`src/rtl/multi_input_conditioner.sv`:
```
// multi_input_conditioner: per-channel synchroniser, debouncer and registered edge strobes.
// Define COND_STICKY_FLAGS_EN to add sticky edge flags with a per-channel clear.
`timescale 1ns/1ps
module multi_input_conditioner #(
    parameter int CHANNELS    = 4,
    parameter int SYNC_STAGES = 2,
    parameter int WAIT_TIME   = 3
) (
    input  logic                clk,
    input  logic                reset,
    input  logic [CHANNELS-1:0] noisysignal,
    output logic [CHANNELS-1:0] conditioned,
    output logic [CHANNELS-1:0] positiveedge,
    output logic [CHANNELS-1:0] negativeedge
`ifdef COND_STICKY_FLAGS_EN
    ,
    input  logic [CHANNELS-1:0] flag_clear,
    output logic [CHANNELS-1:0] pos_flag,
    output logic [CHANNELS-1:0] neg_flag
`endif
);

    localparam int               CNT_W   = $clog2(WAIT_TIME + 1);
    localparam logic [CNT_W-1:0] CNT_MAX = CNT_W'(WAIT_TIME);

    for (genvar i = 0; i < CHANNELS; i++) begin : g_chan
        logic [SYNC_STAGES-1:0] sync_q;
        logic [CNT_W-1:0]       cnt_q;
        logic                   cond_q;
        logic                   pe_q;
        logic                   ne_q;
        logic                   sync_out;
        logic                   mismatch;
        logic                   accept;

        always_ff @(posedge clk or posedge reset) begin
            if (reset) begin
                sync_q <= '0;
            end else begin
                sync_q <= {sync_q[SYNC_STAGES-2:0], noisysignal[i]};
            end
        end

        assign sync_out = sync_q[SYNC_STAGES-1];
        assign mismatch = (sync_out != cond_q);
        // The new level is taken once the mismatch has been seen WAIT_TIME+1 times in a row.
        assign accept   = mismatch && (cnt_q == CNT_MAX);

        always_ff @(posedge clk or posedge reset) begin
            if (reset) begin
                cnt_q  <= '0;
                cond_q <= 1'b0;
                pe_q   <= 1'b0;
                ne_q   <= 1'b0;
            end else begin
                pe_q <= accept && sync_out;
                ne_q <= accept && !sync_out;
                if (!mismatch || accept) begin
                    cnt_q <= '0;
                end else begin
                    cnt_q <= cnt_q + 1'b1;
                end
                if (accept) begin
                    cond_q <= sync_out;
                end
            end
        end

        assign conditioned[i]  = cond_q;
        assign positiveedge[i] = pe_q;
        assign negativeedge[i] = ne_q;

`ifdef COND_STICKY_FLAGS_EN
        logic pf_q;
        logic nf_q;

        // A strobe arriving in the same cycle as a clear keeps the flag set.
        always_ff @(posedge clk or posedge reset) begin
            if (reset) begin
                pf_q <= 1'b0;
                nf_q <= 1'b0;
            end else begin
                if (pe_q) begin
                    pf_q <= 1'b1;
                end else if (flag_clear[i]) begin
                    pf_q <= 1'b0;
                end
                if (ne_q) begin
                    nf_q <= 1'b1;
                end else if (flag_clear[i]) begin
                    nf_q <= 1'b0;
                end
            end
        end

        assign pos_flag[i] = pf_q;
        assign neg_flag[i] = nf_q;
`endif
    end

endmodule

```
`config.mk`:
```
export PLATFORM = sky130hd
export DESIGN_NAME = multi_input_conditioner
export DESIGN_NICKNAME = d
export VERILOG_FILES = /design/src/rtl/multi_input_conditioner.sv
export SDC_FILE = /design/constraint.sdc
export NUM_CORES = 1
export LEC_CHECK = 0
export ABC_AREA = 1
export CORE_ASPECT_RATIO = 0.9
export CORE_UTILIZATION = 29
export CTS_BUF_LIST = sky130_fd_sc_hd__clkbuf_8
export CTS_CLUSTER_SIZE = 16
export DETAILED_ROUTE_END_ITERATION = 10
export GPL_TIMING_DRIVEN = 0
export MAX_ROUTING_LAYER = met4
export PLACE_DENSITY = 0.58
export SLEW_MARGIN = 5
export SYNTH_ARGS = -nofsm -noshare
export SYNTH_HDL_FRONTEND = slang
export SYNTH_SLANG_ARGS = --single-unit
```
`constraint.sdc`:
```
create_clock -name clk -period 0.8 [get_ports clk]
set_input_delay 0.24 -clock clk [delete_from_list [all_inputs] [get_ports clk]]
set_output_delay 0.24 -clock clk [all_outputs]
set_load 0.05 [all_outputs]
```
==> results summary <==
The flow ran to the end, but the final reports show violations. The final reports fail on setup timing. The number of sinks on the clock net is 28. The relative slew slack is approximately 78%.

The number of placement rows is 20. In this run the tool buffered the top-level ports with 17 buffer cells. Max-cap violations in this run came to 0. STA classifies the critical path endpoint as an output port.

Across all register-to-register paths, the minimum setup slack is -0.20 ns. The worst-case IR drop observed on VDD is 0.00119 V. The critical path is of the reg -> out type.

After detailed placement, the total cell area comes to 1360 um^2. The global-route usage over all layers is 10.3%. The post-detailed-route DRC marker count is 0. The clock-pin slew reported for the worst setup and hold paths after clock tree synthesis came out at approximately 0.090 ns. CTS built an H-tree with a depth of 1.

The placed wire-length estimate is about 1 mm. The core area came out at 3430 um^2. The first detailed-routing pass took 2 iterations. The count of nets left with antenna violations once routing finished came out at 0.

The final standard cell count with taps included and fillers excluded is approximately 170. After detailed routing, the total wire length is between 1.5 and 2 mm. The highest-delay cell along the critical path is dfrtp_1. Counting cells, the worst reg-to-reg path comes to 6. The biggest cell delay along the critical path came out at just over 0.4 ns. Summing all non-filler instances in the final layout gives an area of 1630 um^2. The synthesis-to-finish area growth is 53.4%. The number of distinct standard cells referenced by the synthesized netlist came out at 7. The part of the power in registers came out at a little over a third. The number of cells in the design after placement came out at 162. During I/O placement, the number of pins put on the boundary was 18. The number of endpoints with negative hold slack in the final report is 0. The layout cell share with drive strength beyond 1 is a little under three fifths. The worst-case setup margin in the final layout came out at -0.378 ns.

The maximum number of buffers from clock root to sink is 2. The floorplan die width is ~66 um. The worst hold margin came out at between 0.3 and 0.4 ns.

TritonCTS built the clock tree. In this run the critical register-to-register path is launched from g_chan[2].cond_q. The summed instance area of the synthesized netlist came out at 1060 um^2.

The number of nets in the finished design is 136. Combinational logic is responsible for 44.4% of the overall power. After routing, the total negative slack on setup checks comes to -5.16 ns. The switching power came out at around 0.0019 W. Summed over all cells, the static leakage comes to 0.772 nW.

The cell sitting at the root of the clock tree is a clkbuf_8. The maximum fanout along the worst path is 2. The minimum setup slack after placement is -0.714 ns. The die boundary height came out at just under 60 um. Synthesis produced a netlist with a net count of about 110. Grouping stages by cell kind, the critical path spends the most delay in flip-flops. Entering global routing, the biggest net connects 29 pins.

The critical path capture point is conditioned[1]. After layout, the worst path uses 147% of the clock period. The first global-routing pass estimated 2.79 mm of wire. The proportion of total power due to net switching is 34.5%.

The fmax came out at about 0.85 GHz. The arrival time of the worst setup path came out at 0.94 ns. The startpoint type of the worst setup path is a flip-flop. The routed design could run at a clock period as short as between 1 and 1.5 ns.

Counting buffers and inverters, the worst setup path is 2 cells deep. Using the TritonRoute via totals, the vias-per-cell ratio works out to 4.07. In this run the critical register-to-register path is captured at g_chan[2].pe_q.

The mean instance size in the synthesized netlist came out at around 11 um^2. The diode insertion count for antenna repair is 0. The wire length per cell came out at between 9 and 10 um. The number of instances in the synthesized netlist came out at 101. The number of clock buffers added by TritonCTS is 3. The total setup violations reported at the end of the flow is 31. Per report_power, the clock group accounts for between 20% and 30% of the total.

The total count of max-transition violations in the final report was 0. The total buffers and inverters traversed by the critical path came out at 2. The DRC violation total after the first TritonRoute iteration is 18. Across all layers, the routed design uses just under 700 vias. The internal portion of the total power is between 0.003 and 0.004 W. Routability-driven placement finished with a final weighted congestion of between 0.6 and 0.7.

For the pin with the worst max-slew slack, the measured transition is roughly 0.32 ns. Traced cell by cell, the critical path runs through buf_6, buf_8. The share of the yosys chip area belonging to registers came out at about two thirds. The leftover overflow at the end of global routing came out at 0. The number of antenna violations at the first check in global routing was 0. The total of fill cells in the finished design is between 200 and 300.

Power spread over the standard cell area amounts to 3350 nW/um^2. The yosys synthesis warning count came out at 0. Counting flops and latches in the post-synthesis netlist gives 28. In this run the worst setup path begins at g_chan[1].cond_q.

The path class of the tightest hold or removal check is in -> async. The final setup skew came out at about 0.0032 ns. The die covers approximately 4000 um^2. The starting density of the core came out at between 30% and 40%. The number of global-route vias before repair came out at roughly 700. The insertion delay of the later-clocked pin in the worst-skew pair came out at around 0.27 ns.

Data on the critical path is required at its endpoint by 0.56 ns. Setup repair after global routing could not meet its margin everywhere.
==> worst min-delay path by stage <==
stage / cells past startpoint / startpoint / to
detailed placement: 0 / g_chan[3].sync_q[0] / g_chan[3].sync_q[1]
finish: 2 / reset / g_chan[0].ne_q
global placement: 0 / g_chan[0].sync_q[0] / g_chan[0].sync_q[1]
floorplan: 1 / reset / g_chan[0].cnt_q[0]
CTS: 0 / g_chan[3].sync_q[0] / g_chan[3].sync_q[1]
global route: 2 / reset / g_chan[0].ne_q
==> cells by family (layout without fill, tap and decap cells) <==
group	count (synthesis)	count (layout)	share of synthesized area, %
flip-flops	28	28	66.0
adder cells (fa/ha/maj)	4	4	4.72
AO/OA/AOI/OAI	5	5	2.36
AND/OR/NAND/NOR	35	35	12.4
buffers and inverters	29	53	14.5
==> Yosys cell counts (all sizes together) <==
cell type	number	share of area [%]
ha	4	4.7
buf	12	8.5
inv	17	6.0
dfrtp	28	66
nand2	19	6.7
nor2	16	5.7
o21ai	5	2.4
==> per-layer routing <==
layer / vias to the layer above / track usage [%] / share of wire, %
met5: - / - / 0
met4: 0 / 7.45 / 2.5
met3: 4 / 2.31 / 3.1
met2: 11 / 17.1 / 57
met1: 334 / 10.8 / 37
li1: 338 / - / -
==> area by class of cell <==
class | count | area (um^2) | share of cell area [%]
flip-flops and latches | 28 | 701 | 43.0
multi-input cells | 44 | 349 | 21.4
repair buffers | 27 | 317 | 19.4
inverters | 17 | 82.6 | 5.07
well taps | 44 | 55.1 | 3.38
plain buffers | 4 | 45.0 | 2.77
clock buffers | 3 | 41.3 | 2.54
clock inverters | 1 | 30.0 | 1.84
repair inverters | 1 | 7.51 | 0.461
==> state kept, by name, summed over array words and instances (netlist names) <==
register and flops:
g_chan.sync_q 8, g_chan.pe_q 4, g_chan.cnt_q 8, g_chan.ne_q 4, g_chan.cond_q 4
==> stage by stage <==
step / utilization [%] / total power (W)
global placement: 39.6 / 0.00343
global route: 47.5 / 0.00583
finish: 47.5 / 0.00545
floorplan: - / 0.00311
detailed placement: 39.6 / 0.00350
CTS: 44.0 / 0.00510
==> power by group through the flow <==
stage / Combinational, W / Sequential, W / Clock, W
after floorplan: 0.00120 / 0.00191 / 0
after global placement: 0.00149 / 0.00194 / 0
after detailed placement: 0.00154 / 0.00196 / 0
after CTS: 0.00202 / 0.00193 / 0.00114
after global routing: 0.00264 / 0.00198 / 0.00121
final: 0.00242 / 0.00194 / 0.00110
==> what timing repair did <==
item,CTS,global route
buffers inserted,6,4
cloned,0,1
hold buffers,0,0
pin swaps,15,10
hold endpoints to repair,0,0
resized for setup,114,28
endpoints found under the setup margin,27,60
==> cell usage in the layout, fill, tap and decap left out <==
master / n
buf_4: 7
buf_6: 7
buf_8: 12
bufinv_16: 1
clkbuf_8: 3
clkdlybuf4s50_1: 5
clkinvlp_4: 2
dfrtp_1: 28
ha_4: 4
inv_1: 9
inv_2: 1
inv_4: 6
nand2_1: 2
nand2_2: 14
nand2_4: 3
nor2_1: 8
nor2_2: 8
o21ai_1: 1
o21ai_2: 4
Note: power is estimated with default switching activity, not from simulation.
